<file path="config.mk">
export PLATFORM = sky130hd
export DESIGN_NAME = branch_controller
export DESIGN_NICKNAME = d
export VERILOG_FILES = /design/src/rtl/rv32_pkg.sv /design/src/rtl/branch_comparator.sv /design/src/rtl/branch_controller.sv
export SDC_FILE = /design/constraint.sdc
export NUM_CORES = 1
export LEC_CHECK = 0
export ABC_CLOCK_PERIOD_IN_PS = 2600
export BUFFER_PORTS_ARGS = -buffer_cell sky130_fd_sc_hd__buf_2
export CORE_AREA = 10 10 78 80
export DETAILED_ROUTE_END_ITERATION = 16
export DIE_AREA = 0 0 88 90
export PLACE_DENSITY_LB_ADDON = 0.3
export SLEW_MARGIN = 20
export SYNTH_ARGS = -nofsm -noshare
export SYNTH_HDL_FRONTEND = slang
export SYNTH_HIERARCHICAL = 1
export SYNTH_SLANG_ARGS = --single-unit
</file>
<file path="constraint.sdc">
create_clock -name CLK -period 2.6 [get_ports CLK]
set_input_delay 0.13 -clock CLK [delete_from_list [all_inputs] [get_ports CLK]]
set_output_delay 0.13 -clock CLK [all_outputs]
set_load 0.02 [all_outputs]
</file>
<file path="src/rtl/rv32_pkg.sv">
// rv32_pkg: shared RV32 constants and branch funct3 encodings
package rv32_pkg;
  localparam int XLEN = 32;
  typedef enum logic [2:0] {
    F3_BEQ  = 3'b000,
    F3_BNE  = 3'b001,
    F3_BLT  = 3'b100,
    F3_BGE  = 3'b101,
    F3_BLTU = 3'b110,
    F3_BGEU = 3'b111
  } branch_f3_e;
endpackage

</file>
<file path="src/rtl/branch_comparator.sv">
// branch_comparator: combinational branch condition evaluation from funct3
module branch_comparator
  import rv32_pkg::*;
(
  input  logic [XLEN-1:0] data1,
  input  logic [XLEN-1:0] data2,
  input  logic [2:0]      func3,
  output logic            cond
);
  logic eq, lt_s, lt_u;
  assign eq   = data1 == data2;
  assign lt_s = $signed(data1) < $signed(data2);
  assign lt_u = data1 < data2;
  // reserved encodings 010/011 fall through to never-taken
  always_comb begin
    cond = 1'b0;
    case (func3)
      F3_BEQ:  cond = eq;
      F3_BNE:  cond = !eq;
      F3_BLT:  cond = lt_s;
      F3_BGE:  cond = !lt_s;
      F3_BLTU: cond = lt_u;
      F3_BGEU: cond = !lt_u;
      default: cond = 1'b0;
    endcase
  end
endmodule

</file>
<file path="src/rtl/branch_controller.sv">
// branch_controller: execute-stage branch resolution with registered redirect outputs
module branch_controller
  import rv32_pkg::*;
(
  input  logic            CLK,
  input  logic            RESET,
  input  logic [XLEN-1:0] data1,
  input  logic [XLEN-1:0] data2,
  input  logic [2:0]      func3,
  input  logic [XLEN-1:0] ALUresult,
  input  logic            Branch,
  input  logic            Jump,
  output logic [XLEN-1:0] TargetedAddress,
  output logic            PCAddressController
);
  logic cond;
  logic take_d, take_q;
  logic [XLEN-1:0] target_d, target_q;
  branch_comparator u_cmp (
    .data1 (data1),
    .data2 (data2),
    .func3 (func3),
    .cond  (cond)
  );
  assign take_d   = Jump | (Branch & cond);
  assign target_d = {ALUresult[XLEN-1:1], 1'b0};
  always_ff @(posedge CLK) begin
    if (RESET) begin
      take_q   <= 1'b0;
      target_q <= '0;
    end else begin
      take_q   <= take_d;
      target_q <= target_d;
    end
  end
  assign PCAddressController = take_q;
  assign TargetedAddress     = target_q;
endmodule

</file>
==> results by group <==
Run status
  • Status: completed

Final layout
  • Fraction of layout cells with a size suffix above 1: 44.95%
  • Number of fill cells: 444
  • Nets: around 460
  • Multi-input logic area: about 950 um2
  • Register area: ~640 um2
  • Area Overhead vs Synth: 47.63%
  • ANT cells: 0

Yosys
  • Number of synthesized flops with an enable pin: 0
  • Main synth FF type: dfxtp_1
  • Cell count after synthesis: 190
  • Most frequent cells after synthesis: inv_1 (33), dfxtp_1 (32), ha_1 (32), nor2b_1 (32), a21oi_1 (13)
  • Cell area after synthesis: 1742 um2
  • Unique masters post-synth: 28
  • Syn avg cell area: 9.167 um2
  • Ys async rst share: 0%
  • Largest cells by area after synthesis: dfxtp_1 (37%), ha_1 (23%), nor2b_1 (11%), inv_1 (7.1%), a21oi_1 (3.7%)
  • Synth warn: 6
  • Yosys top cell by area: dfxtp_1
  • Sequential fraction of the synthesis area: 36.78%
  • Syn Nets: roughly 330
  • Synthesized flop and latch total: 32
  • Count leader, synth: inv_1
  • Yosys top cell area share: 36.78%

STA
  • Setup_tns: 0 ps
  • Minimum clock period: 1944 ps
  • Max_slew headroom: 64.26%
  • Final hold vios: 0
  • Unrepaired setup endpoints after global routing: no
  • Fin. max-slew vios: 0
  • Final setup viols: 0
  • Slew @ Worst Pin: 536.1 ps
  • Fin crit share: 74.76%
  • Max Fclk: 514.5 MHz

GRT
  • Vias in the first global route: 1756
  • Gr usage total: roughly an eighth
  • Global route total overflow: 0
  • First-pass GRT wire length: a little under 8 mm
  • Initial antenna violation count: 1
  • Largest net degree at the start of global routing: 33

Floorplan
  • Die Ht: 90 um
  • Placeable Area: about 4600 um2
  • I/O pins: roughly 140
  • Starting density of the core: 37.88%
  • Die area: 7920 um2
  • Site row count: 25
  • Die X: just under 90 um

Route
  • Via Count: 1683
  • WL final: 5.105 mm
  • TritonRoute pass-1 iters: 3
  • 1st-iter DRT viols: 31
  • DRC violations left: 0
  • Number of routed nets with antenna violations: 0
  • Routed len/inst: 13.40 um
  • Vias per cell: between 4 and 5

Setup path
  • Req. time, crit path: about 2800 ps
  • Worst Setup Start Kind: input pin
  • Critical Path Source: data1[23]
  • Critical Path End Type: register
  • CP arrival: 2090 ps
  • CP Max Fanout: 3
  • Worst setup path endpoint: PCAddressController
  • Kind of critical path: input pin to register

Power and ir drop
  • Tot Pwr: 1.309 mW
  • Sw Share: between 20% and 30%
  • Net load switching power: 0.3155 mW
  • Cell Int Power: 0.9932 mW
  • Peak VDD IR: 0.2408 mV
  • Clock network power share: between 30% and 40%
  • Comb pwr share: 21.3%
  • Power density over the cells: slightly above 500 nW/um2
  • Lkg Pwr: about 1.5 nW
  • Part of the power in registers: 39.9%

Placement
  • IO buf count: 133
  • RD Place Congestion: 0.7766
  • Final HPWL from detailed placement: 4.574 mm

Clock tree
  • CTS Buf Count: 5
  • Post-CTS Hold Fix Bufs: 0
  • Clock transition at path regs: approximately 60 ps
  • H-tree Lvls: 2
  • CTS sink cnt: 32
  • Root buffer cell: clkbuf_8
  • CTS tree: yes
  • Postcts setup bufs: 0
  • Post-CTS Resized: 0
  • Clock buffer depth: 2

Flow run
  • Max-cap violations: 0

Worst hold path
  • Hold Crit Class: input pin to register
## worst max-delay path: stages
cell and delay, ps:
buf_2 100, ha_1 320, a21oi_2 140, o21ai_1 80, a221oi_2 280, o22ai_1 130, or4_1 510, a31o_1 230
a21oi_1 120, nor2_1 50
## layout make-up
cell class	count	share of cell area, %
Multi-Input combinational cell	121	36.84
Inverter	33	4.818
Clock buffer	7	3.747
Timing Repair Buffer	133	25.89
Clock inverter	1	1.168
Sequential cell	32	24.91
Tap cell	54	2.628
## metal layers
layer	share of wire, %	track usage (%)	vias up
met4	2.2	5.851	2
met2	49	21.78	81
li1	-	-	898
met5	0.14	0	-
met1	35	11.64	690
met3	13	6.498	12
## placed cells by master (no fill, tap or decap), drive strengths merged, types with 2 or more instances in the layout
master / instances
buf: 133
nor2: 3
ha: 32
and4: 2
nand2: 8
clkbuf: 7
nor3: 2
inv: 33
nand4: 6
nand3: 5
a221oi: 2
o21ai: 3
dfxtp: 32
a21oi: 14
nor2b: 32
## worst min-delay path by stage
stage,endpoint,from,cells past startpoint,slack (ps)
floorplan,TargetedAddress[29],RESET,1,200
global placement,TargetedAddress[15],ALUresult[15],2,340
detailed placement,TargetedAddress[25],ALUresult[25],2,340
CTS,TargetedAddress[4],ALUresult[4],2,50
global route,TargetedAddress[9],ALUresult[9],2,50
finish,TargetedAddress[30],ALUresult[30],2,50
## power by group through the flow
stage | registers (mW) | logic, mW | clock network [mW]
after floorplan | 0.569 | 0.124 | 0
after global placement | 0.532 | 0.274 | 0
after detailed placement | 0.534 | 0.282 | 0
after CTS | 0.523 | 0.284 | 0.521
after global routing | 0.525 | 0.317 | 0.544
final | 0.522 | 0.278 | 0.508
## state kept, by name (all words and copies together) (netlist names)
register,count
TargetedAddress,31
PCAddressController,1
## logic make-up (layout without fill, tap and decap cells)
kind of cell,Yosys count,after routing,share of synthesized area [%]
AO/OA/AOI/OAI,25,25,9.555
XOR/XNOR,2,2,1.006
adder cells (fa/ha/maj),32,32,22.99
buffers and inverters,37,174,8.836
flip-flops,32,32,36.78
other,1,1,0.2153
AND/OR/NAND/NOR,61,61,20.62
## stage by stage
| stage | hold slack, ps | std cells | setup WS, ps | cell area, um2 | util (%) |
|---|---|---|---|---|---|
| after floorplan | 201.6 | 190 | 615.5 | 1742 | - |
| after global placement | 336.5 | 373 | 362.8 | 2445 | 53.17 |
| after detailed placement | 342.8 | 373 | 353.7 | 2445 | 53.17 |
| after CTS | 47.96 | 381 | 648.8 | 2571 | 55.92 |
| after global routing | 49.05 | 381 | 498.0 | 2571 | 55.92 |
| final | 54.43 | 381 | 656.2 | 2571 | 55.92 |
Power figures use the tool's default switching activity.
